`config.mk`:
```
export PLATFORM = sky130hd
export DESIGN_NAME = countdown_timer_flat
export DESIGN_NICKNAME = d
export VERILOG_FILES = /design/src/rtl/clock_pkg.sv /design/src/rtl/countdown_timer_if.sv /design/src/rtl/bcd_down_digit.sv /design/src/rtl/countdown_timer.sv /design/src/flat_wrapper.sv
export SDC_FILE = /design/constraint.sdc
export NUM_CORES = 1
export LEC_CHECK = 0
export ABC_AREA = 1
export CORE_ASPECT_RATIO = 1.25
export CORE_MARGIN = 2
export CORE_UTILIZATION = 46
export DETAILED_ROUTE_END_ITERATION = 12
export GPL_ROUTABILITY_DRIVEN = 0
export PLACE_DENSITY = 0.78
export RECOVER_POWER = 25
export SYNTH_ARGS = -nofsm -noshare
export SYNTH_HDL_FRONTEND = slang
export SYNTH_SLANG_ARGS = --single-unit
```
`constraint.sdc`:
```
create_clock -name i_Clock -period 4.3 [get_ports i_Clock]
set_input_delay 0.645 -clock i_Clock [delete_from_list [all_inputs] [get_ports i_Clock]]
set_output_delay 0.645 -clock i_Clock [all_outputs]
set_load 0.005 [all_outputs]
```
`src/rtl/clock_pkg.sv`:
```
// Shared definitions for the clock/timer datapath: BCD digit type,
// digit limits, timer state encoding and the load-value clamp helper.
package clock_pkg;

  localparam int c_DIGIT_W = 4;

  typedef logic [c_DIGIT_W-1:0] bcd_t;

  localparam bcd_t c_BCD_MAX      = 4'd9;
  localparam bcd_t c_SEC_TENS_MAX = 4'd5;

  typedef enum logic [1:0] {
    ST_IDLE   = 2'd0,
    ST_RUN    = 2'd1,
    ST_PAUSED = 2'd2,
    ST_ALARM  = 2'd3
  } timer_state_t;

  // Saturate a BCD digit to the largest value its position may hold.
  function automatic bcd_t clamp_bcd(input bcd_t digit, input bcd_t limit);
    return (digit > limit) ? limit : digit;
  endfunction

endpackage

```
`src/rtl/countdown_timer_if.sv`:
```
// Control and display bundle between the timer and its user (buttons,
// tick generator and the 4-digit display mux).
interface countdown_timer_if;
  import clock_pkg::*;

  logic       i_Tick;
  logic       i_Load;
  logic [7:0] i_Load_Min;
  logic [7:0] i_Load_Sec;
  logic       i_Start;
  logic       i_Pause;
  bcd_t       o_Min_Tens;
  bcd_t       o_Min_Ones;
  bcd_t       o_Sec_Tens;
  bcd_t       o_Sec_Ones;
  logic       o_Running;
  logic       o_Alarm;
  logic       o_Zero;

  modport master (
    output i_Tick, i_Load, i_Load_Min, i_Load_Sec, i_Start, i_Pause,
    input  o_Min_Tens, o_Min_Ones, o_Sec_Tens, o_Sec_Ones,
    input  o_Running, o_Alarm, o_Zero
  );

  modport slave (
    input  i_Tick, i_Load, i_Load_Min, i_Load_Sec, i_Start, i_Pause,
    output o_Min_Tens, o_Min_Ones, o_Sec_Tens, o_Sec_Ones,
    output o_Running, o_Alarm, o_Zero
  );

endinterface

```
`src/rtl/bcd_down_digit.sv`:
```
// One BCD down-counting digit. Decrements when the borrow from the less
// significant digit arrives, wrapping 0 -> c_WRAP_VALUE and passing a
// borrow on to the next digit.
module bcd_down_digit
  import clock_pkg::*;
#(
  parameter bcd_t c_WRAP_VALUE = c_BCD_MAX
) (
  input  logic i_Clock,
  input  logic i_Reset,
  input  logic i_Enable_Borrow,
  input  logic i_Load,
  input  bcd_t i_Load_Value,
  output bcd_t o_Data,
  output logic o_Borrow
);

  // Digit register: reset, load, then borrow-driven decrement.
  always_ff @(posedge i_Clock) begin
    if (i_Reset) begin
      o_Data <= '0;
    end else if (i_Load) begin
      o_Data <= i_Load_Value;
    end else if (i_Enable_Borrow) begin
      if (o_Data == '0) begin
        o_Data <= c_WRAP_VALUE;
      end else begin
        o_Data <= o_Data - 4'd1;
      end
    end
  end

  assign o_Borrow = i_Enable_Borrow & (o_Data == '0);

endmodule

```
`src/rtl/countdown_timer.sv`:
```
// Loadable MM:SS countdown timer: four chained BCD down-digits plus a
// run/pause/alarm controller clocked by the shared 1 Hz tick.
module countdown_timer
  import clock_pkg::*;
#(
  parameter int c_ALARM_TICKS = 10
) (
  input  logic              i_Clock,
  input  logic              i_Reset,
  countdown_timer_if.slave  bus
);

  localparam logic [7:0] c_ALARM_LAST = 8'(c_ALARM_TICKS);

  timer_state_t r_state;
  logic [7:0]   r_alarm_cnt;
  logic         r_running;
  logic         r_alarm;

  bcd_t sec_ones, sec_tens, min_ones, min_tens;
  bcd_t ld_sec_ones, ld_sec_tens, ld_min_ones, ld_min_tens;
  logic dec_en;
  logic borrow_sec_ones, borrow_sec_tens, borrow_min_ones;
  logic unused_borrow_min_tens;
  logic all_zero;
  logic last_second;

  // Out-of-range BCD load digits saturate to the position's maximum.
  assign ld_sec_ones = clamp_bcd(bus.i_Load_Sec[3:0], c_BCD_MAX);
  assign ld_sec_tens = clamp_bcd(bus.i_Load_Sec[7:4], c_SEC_TENS_MAX);
  assign ld_min_ones = clamp_bcd(bus.i_Load_Min[3:0], c_BCD_MAX);
  assign ld_min_tens = clamp_bcd(bus.i_Load_Min[7:4], c_BCD_MAX);

  // A tick only counts while running and not overridden by load or pause.
  assign dec_en = (r_state == ST_RUN) & bus.i_Tick & ~bus.i_Load & ~bus.i_Pause;

  assign all_zero    = (min_tens == '0) && (min_ones == '0) &&
                       (sec_tens == '0) && (sec_ones == '0);
  assign last_second = (min_tens == '0) && (min_ones == '0) &&
                       (sec_tens == '0) && (sec_ones == 4'd1);

  bcd_down_digit #(.c_WRAP_VALUE(c_BCD_MAX)) u_sec_ones (
    .i_Clock         (i_Clock),
    .i_Reset         (i_Reset),
    .i_Enable_Borrow (dec_en),
    .i_Load          (bus.i_Load),
    .i_Load_Value    (ld_sec_ones),
    .o_Data          (sec_ones),
    .o_Borrow        (borrow_sec_ones)
  );

  bcd_down_digit #(.c_WRAP_VALUE(c_SEC_TENS_MAX)) u_sec_tens (
    .i_Clock         (i_Clock),
    .i_Reset         (i_Reset),
    .i_Enable_Borrow (borrow_sec_ones),
    .i_Load          (bus.i_Load),
    .i_Load_Value    (ld_sec_tens),
    .o_Data          (sec_tens),
    .o_Borrow        (borrow_sec_tens)
  );

  bcd_down_digit #(.c_WRAP_VALUE(c_BCD_MAX)) u_min_ones (
    .i_Clock         (i_Clock),
    .i_Reset         (i_Reset),
    .i_Enable_Borrow (borrow_sec_tens),
    .i_Load          (bus.i_Load),
    .i_Load_Value    (ld_min_ones),
    .o_Data          (min_ones),
    .o_Borrow        (borrow_min_ones)
  );

  // Minute tens never borrows: 00:00 is trapped into ALARM first.
  bcd_down_digit #(.c_WRAP_VALUE(c_BCD_MAX)) u_min_tens (
    .i_Clock         (i_Clock),
    .i_Reset         (i_Reset),
    .i_Enable_Borrow (borrow_min_ones),
    .i_Load          (bus.i_Load),
    .i_Load_Value    (ld_min_tens),
    .o_Data          (min_tens),
    .o_Borrow        (unused_borrow_min_tens)
  );

  // Timer controller with registered status outputs.
  always_ff @(posedge i_Clock) begin
    if (i_Reset) begin
      r_state     <= ST_IDLE;
      r_alarm_cnt <= '0;
      r_running   <= 1'b0;
      r_alarm     <= 1'b0;
    end else if (bus.i_Load) begin
      r_state     <= ST_IDLE;
      r_alarm_cnt <= '0;
      r_running   <= 1'b0;
      r_alarm     <= 1'b0;
    end else begin
      unique case (r_state)
        ST_IDLE: begin
          if (bus.i_Start && !all_zero) begin
            r_state   <= ST_RUN;
            r_running <= 1'b1;
          end
        end
        ST_RUN: begin
          if (bus.i_Pause) begin
            r_state   <= ST_PAUSED;
            r_running <= 1'b0;
          end else if (bus.i_Tick && last_second) begin
            r_state     <= ST_ALARM;
            r_alarm_cnt <= '0;
            r_running   <= 1'b0;
            r_alarm     <= 1'b1;
          end
        end
        ST_PAUSED: begin
          if (!bus.i_Pause && bus.i_Start) begin
            r_state   <= ST_RUN;
            r_running <= 1'b1;
          end
        end
        ST_ALARM: begin
          if (bus.i_Start) begin
            r_state <= ST_IDLE;
            r_alarm <= 1'b0;
          end else if (bus.i_Tick) begin
            r_alarm_cnt <= r_alarm_cnt + 8'd1;
            if ((r_alarm_cnt + 8'd1) == c_ALARM_LAST) begin
              r_state <= ST_IDLE;
              r_alarm <= 1'b0;
            end
          end
        end
      endcase
    end
  end

  assign bus.o_Min_Tens = min_tens;
  assign bus.o_Min_Ones = min_ones;
  assign bus.o_Sec_Tens = sec_tens;
  assign bus.o_Sec_Ones = sec_ones;
  assign bus.o_Running  = r_running;
  assign bus.o_Alarm    = r_alarm;
  assign bus.o_Zero     = all_zero;

endmodule

```
`src/flat_wrapper.sv`:
```
// flat-port wrapper written by rule: the top's interface ports become plain ports
module countdown_timer_flat import clock_pkg::*;
#(
  parameter int c_ALARM_TICKS = 10
)
  (i_Clock, i_Reset, bus_i_Tick, bus_i_Load, bus_i_Load_Min, bus_i_Load_Sec, bus_i_Start, bus_i_Pause, bus_o_Min_Tens, bus_o_Min_Ones, bus_o_Sec_Tens, bus_o_Sec_Ones, bus_o_Running, bus_o_Alarm, bus_o_Zero);
  countdown_timer_if bus_i ();
  input  logic i_Clock;
  input  logic i_Reset;
  input wire logic [$bits(bus_i.i_Tick)-1:0] bus_i_Tick;
  input wire logic [$bits(bus_i.i_Load)-1:0] bus_i_Load;
  input wire logic [$bits(bus_i.i_Load_Min)-1:0] bus_i_Load_Min;
  input wire logic [$bits(bus_i.i_Load_Sec)-1:0] bus_i_Load_Sec;
  input wire logic [$bits(bus_i.i_Start)-1:0] bus_i_Start;
  input wire logic [$bits(bus_i.i_Pause)-1:0] bus_i_Pause;
  output wire logic [$bits(bus_i.o_Min_Tens)-1:0] bus_o_Min_Tens;
  output wire logic [$bits(bus_i.o_Min_Ones)-1:0] bus_o_Min_Ones;
  output wire logic [$bits(bus_i.o_Sec_Tens)-1:0] bus_o_Sec_Tens;
  output wire logic [$bits(bus_i.o_Sec_Ones)-1:0] bus_o_Sec_Ones;
  output wire logic [$bits(bus_i.o_Running)-1:0] bus_o_Running;
  output wire logic [$bits(bus_i.o_Alarm)-1:0] bus_o_Alarm;
  output wire logic [$bits(bus_i.o_Zero)-1:0] bus_o_Zero;
  assign bus_i.i_Tick = bus_i_Tick;
  assign bus_i.i_Load = bus_i_Load;
  assign bus_i.i_Load_Min = bus_i_Load_Min;
  assign bus_i.i_Load_Sec = bus_i_Load_Sec;
  assign bus_i.i_Start = bus_i_Start;
  assign bus_i.i_Pause = bus_i_Pause;
  assign bus_o_Min_Tens = bus_i.o_Min_Tens;
  assign bus_o_Min_Ones = bus_i.o_Min_Ones;
  assign bus_o_Sec_Tens = bus_i.o_Sec_Tens;
  assign bus_o_Sec_Ones = bus_i.o_Sec_Ones;
  assign bus_o_Running = bus_i.o_Running;
  assign bus_o_Alarm = bus_i.o_Alarm;
  assign bus_o_Zero = bus_i.o_Zero;
  countdown_timer #(.c_ALARM_TICKS(c_ALARM_TICKS)) u_core (.i_Clock(i_Clock), .i_Reset(i_Reset), .bus(bus_i));
endmodule
```
## Word level (Yosys, flattened, before mapping)

Index checks and enable logic that the tools add are counted.

- Bits in registers: 28
- Latch bits: 0
- Bits in writable memories: 0
- Memory bits (read-only): 0
- Output and inout port bits: 19
- Logic and storage cells: 104
- Memories: 0

- Add/sub/neg operators: 5
- Multiply operators: 0
- Divide/modulo/power cells: 0
- Order comparisons: 4
- Equal/unequal tests: 14
- Shift operators: 0
- Muxes and demuxes: 40
- Bitwise operators: 8
- Reduce and logical (&&, ||, !) cells: 25

Operators by type and width:

| cell | number |
|---|---|
| two-way mux 4 bit | 16 |
| two-way mux 8 bit | 4 |
| logical NOT 4 bit | 4 |
| one-hot mux 8 bit (2 select lines) | 1 |
| subtractor 4 x 1 -> 4 bit, second input constant | 4 |
| AND reduction 5 bit | 3 |
| two-way mux 2 bit | 7 |
| greater-than comparator 4 bit, second input constant | 3 |
| nonzero test 2 bit | 5 |
| two-way mux 1 bit | 9 |
| adder 8 x 1 -> 8 bit, second input constant | 1 |
| equality test 8 x 4 -> 1 bit, second input constant | 1 |
| != test 2 bit, second input constant | 4 |
| one-hot mux 2 bit (4 select lines) | 1 |
| logical AND 1 bit | 7 |
| bitwise AND 1 bit | 6 |
| != test 3 bit, second input constant | 2 |
| equality test 2 bit, second input constant | 2 |
| equality test 4 x 1 -> 1 bit, second input constant | 1 |
| greater-than comparator 4 x 3 -> 1 bit, second input constant | 1 |
| != test 2 x 1 -> 1 bit, second input constant | 2 |
| AND reduction 4 bit | 1 |
| != test 3 x 2 -> 1 bit, second input constant | 1 |
| one-hot mux 1 bit (3 select lines) | 1 |
| other kinds (7) | 9 |

## Logic depth before layout (Yosys ltp)

- Depth after elaboration: 9
- Depth in mapped cells: 12
- Depth with buffers taken out: 12

## By module

A second synthesis with hierarchy kept.

- Cell total of the unflattened synthesis: 333
- Area total of the unflattened synthesis: 1979.4 um^2

Modules (own cells, without submodules):

| module | times used | cells an instance | area each (um^2) | sequential area each (um^2) |
|---|---|---|---|---|
| countdown_timer | 1 | 177 | 1026.0 | 240.2 |
| bcd_down_digit at u_core.u_min_ones ... | 3 | 38 | 235.2 | 80.1 |
| bcd_down_digit at u_core.u_sec_tens | 1 | 42 | 247.7 | 80.1 |

## Least setup slack after synthesis

Ideal clock, no wire load.

- Path kind: input port to flip-flop
- From: in bus_i_Pause
- To: reg u_core.u_min_tens.o_Data[3]
- Setup time: 0.124 ns
- Arrival time: 1.445 ns
- Setup slack: 2.731 ns
- Stages: 10
- Cells stage by stage: nor2_2 -> nand2_2 -> nor2_2 -> nand2_2 -> nand2_4 -> inv_4 -> nor2_8 -> nand2_1 -> o21ai_0 -> nor2_1

- Longest elaborated chain between the ends: 6

RTL lines:

| what | line | text |
|---|---|---|
| start, declared | flat_wrapper.sv:15 | `input wire logic [$bits(bus_i.i_Pause)-1:0] bus_i_Pause;` |
| NOT 1 bit | countdown_timer.sv:35 | `assign dec_en = (r_state == ST_RUN) & bus.i_Tick & ~bus.i_Load & ~bus.i_Pause;` |
| bitwise AND 1 bit | countdown_timer.sv:35 |  |
| bitwise AND 1 bit (3 in a row) | bcd_down_digit.sv:33 | `assign o_Borrow = i_Enable_Borrow & (o_Data == '0);` |
| nonzero test 2 bit (no line) | -- |  |
| end signal, assigned | bcd_down_digit.sv:23 | `o_Data <= i_Load_Value;` |
| end signal, assigned | bcd_down_digit.sv:26 | `o_Data <= c_WRAP_VALUE;` |
| end signal, assigned | bcd_down_digit.sv:28 | `o_Data <= o_Data - 4'd1;` |
| end, declared | bcd_down_digit.sv:14 | `output bcd_t o_Data,` |

Every way passes these cells.
A chain may end at the register's enable or synchronous reset.

## Final worst setup path

- From: reg u_core.u_min_tens.o_Data[0]
- To: out bus_o_Zero

- Longest elaborated chain between the ends: 4

RTL lines:

| what | line | text |
|---|---|---|
| logical NOT 4 bit | countdown_timer.sv:37 | `assign all_zero = (min_tens == '0) && (min_ones == '0) &&` |
| logical AND 1 bit (2 in a row) | countdown_timer.sv:37 |  |
| logical AND 1 bit | countdown_timer.sv:38 | `(sec_tens == '0) && (sec_ones == '0);` |
| end, declared | flat_wrapper.sv:22 | `output wire logic [$bits(bus_i.o_Zero)-1:0] bus_o_Zero;` |

Every way passes these cells.

==> flow_metrics.py <==
metrics = {
    "critical_path": {
        "path_delay_family": "simple AND/OR/NAND/NOR gates",
        "crit_buf_inv": 1,
        "crit_path_start_kind": "flop",
        "cp-end-kind": "primary output",
        "critical_path_required_ns": 3.65,
        "slowest_stage": "clkdlybuf4s50_1",
        "cp_max_fo": 6,
        "crit_arrival_ns": 1.75,
        "crit_chain": "nor2_2 > nand2_2 > nor2_4 > nand2_1 > nor2_1 > clkdlybuf4s50_1",
        "criticalPathCategory": "flop to primary output",
        "max_stage_delay_ns": 0.52,
    },
    "sta": {
        "final-setup-viol-count": 0,
        "slew_violations": 0,
        "tightest_slew_ns": 0.798,
        "fin_crit_sh_pct": 55.8,
        "clock_skew_ns": 0.00985,
        "slew_headroom_pct": 46.6,
        "finalSetupTns_ns": 0,
        "fmax_mhz": 417,
        "rsz0062_at_grt": "no",
        "final_hold_viol_count": 0,
        "min_period_ns": 2.40,
        "holdWs_ns": 0.455,
    },
    "clocking": {
        "cts_setup_buffers": 0,
        "clock_tree.root_cell": "clkbuf_8",
        "cts.sinks": 28,
        "cts_tree": "yes",
        "ctsResizeCount": 0,
        "cts_buffers": 3,
        "clkTransAtPathRegs_ns": 0.10,
        "cts_hold_buf": 0,
        "cts_buffer_depth": 2,
        "htree_num_levels": 1,
        "clk_latency_ns": 0.29,
    },
    "cells_and_area": {
        "seqCellArea_sq_um": 561,
        "drive_gt1_share_pct": 11.2,
        "multi_input_area_sq_um": 1100,
        "fin_nets": 337,
        "diodes": 0,
        "fillers": 350,
        "synthToLayoutAreaGrowth_pct": 28.5,
    },
    "yosys": {
        "synth_nets": 297,
        "yosysUniqueCellTypes": 38,
        "synth-async-reset-ratio_pct": 0,
        "synth_top_area_share_pct": 30.8,
        "synth_area_per_cell_sq_um": 6.67,
        "ys_seq_area_share_pct": 30.8,
        "yosys-top-cells-area": "dfxtp_1 (31%), nand2_1 (11%), nor2_1 (8.0%)",
        "synth_flop_cell": "dfxtp_1",
        "syn_area_sq_um": 1820,
        "synth_top_area_cell": "dfxtp_1",
        "yosysWarnings": 0,
        "synth_edf_count": 0,
        "synth-seq-cells": 28,
        "netlist_instances": 273,
    },
    "die": {
        "dieArea_sq_um": 4480,
        "dieWidth_um": 60.3,
        "core_area_sq_um": 3780,
        "pin_count": 41,
        "die_height_um": 74.3,
        "start_util_pct": 48.1,
        "rows": 25,
    },
    "run": {
        "max_cap_violations": 0,
    },
    "power_and_ir_drop": {
        "power_density_nw_per_um2": 282,
        "ir_drop_mv": 0.205,
        "leakage_uw": 0.00102,
    },
    "global_routing": {
        "grt_max_degree": 19,
        "overflow": 0,
        "antenna_found_initial": 0,
        "grt_pass1_wl_um": 7230,
        "grt_usage_pct": 20.9,
        "grt_pass1_vias": 1765,
    },
    "detailed_routing": {
        "drt_wl_total_um": 4250,
        "first_iter_violations": 122,
        "vias_per_cell": 5.17,
        "drt_pre_antenna_iters": 4,
        "num_vias": 1891,
        "drtAntennaViolNets": 0,
        "drcViolationCount": 0,
        "avgRoutedWirePerCell_um": 11.6,
    },
    "place": {
        "io_buffers": 40,
        "hpwl_um": 3230,
    },
    "hold_path": {
        "hold_path_class": "flop to flop",
    },
    "outcome": {
        "status": "finished clean",
    },
}
==> registers in the layout, summed over array words and instances, names as in the netlist <==
signal and flops:
u_core.bus.o_Alarm 1, u_core.bus.o_Running 1, u_core.r_alarm_cnt 8, u_core.r_state 2
u_core.u_min_ones.o_Data 4, u_core.u_min_tens.o_Data 4, u_core.u_sec_ones.o_Data 4, u_core.u_sec_tens.o_Data 4
==> area by class of cell <==
| type | count | share of cell area, % |
|---|---|---|
| Timing Repair Buffer | 40 | 17.1 |
| Clock buffer | 3 | 1.77 |
| Tap cell | 54 | 2.89 |
| Clock inverter | 1 | 1.28 |
| Inverter | 36 | 6.10 |
| Sequential cell | 28 | 24.0 |
| Multi-Input combinational cell | 204 | 46.9 |
==> cells in the final DEF (no fill, tap or decap), drive strengths merged, types with 3 or more instances in the layout <==
master          n
o21ai          31
a31oi           4
nand3          16
nor2           51
a22oi           7
nand2          61
dlygate4sd3    11
nor3            4
dfxtp          28
clkbuf          3
clkdlybuf4s50  29
inv            36
a21oi          14
==> metrics by stage <==
stage	setup WS (ns)	instance area (sq um)	cells	total power (uW)	util (%)
global placement	1.71	2270	362	454	59.9
finish	1.90	2340	366	660	61.8
detailed placement	1.71	2270	362	456	59.9
CTS	1.89	2340	366	667	61.8
global route	1.74	2340	366	696	61.8
floorplan	2.73	1820	273	389	-
==> logic make-up (layout without fill, tap and decap cells) <==
kind of cell / after synthesis / count (layout) / share of synthesized area [%]
AND/OR/NAND/NOR: 134 / 134 / 36.1
AO/OA/AOI/OAI: 66 / 66 / 21.8
buffers and inverters: 41 / 80 / 9.00
flip-flops: 28 / 28 / 30.8
adder cells (fa/ha/maj): 2 / 2 / 1.37
XOR/XNOR: 2 / 2 / 0.962
==> worst min-delay path: cells and delay by family (launching register included) <==
kind	cells	cell delay (ns)
AOI/OAI and AO/OA	1	0.05
DFF	1	0.32
buffers and inverters	1	0.05
==> routing by layer <==
| layer | routed length [um] | GRT usage (%) |
|---|---|---|
| met1 | 1880 | 24.8 |
| met2 | 1980 | 35.3 |
| met3 | 302 | 4.00 |
| met4 | 95 | 10.6 |
| met5 | 0 | 0 |
==> power by group <==
group / total, uW / internal (uW) / switching, uW
registers: 291 / 274 / 17.4
clock network: 213 / 125 / 87.8
logic: 156 / 73.1 / 82.7
==> path summary, 6_finish.rpt <==
path	startpoint	end	slack (ns)	depth (start not counted)
min	u_core.bus.o_Running	u_core.bus.o_Running	0.45	2
max reg2reg	u_core.r_alarm_cnt[0]	u_core.r_state[0]	2.61	12
min reg2reg	u_core.bus.o_Running	u_core.bus.o_Running	0.45	2
max	u_core.u_min_tens.o_Data[0]	bus_o_Zero	1.90	6
==> synthesized netlist by cell type, types with 2 or more instances <==
cell type / n
nor3_1: 2
nor2_1: 39
dfxtp_1: 28
a211oi_1: 2
buf_2: 2
nand2_2: 5
a22oi_1: 7
o21ai_0: 19
a21oi_2: 3
o21ai_1: 11
ha_1: 2
nand3_1: 15
nand2_1: 53
inv_1: 32
nand2_4: 2
a31oi_1: 4
clkbuf_1: 3
a21oi_1: 11
o211ai_1: 2
nor2_4: 3
nand4_1: 2
inv_4: 3
nor2_2: 8
Power figures use the tool's default switching activity.
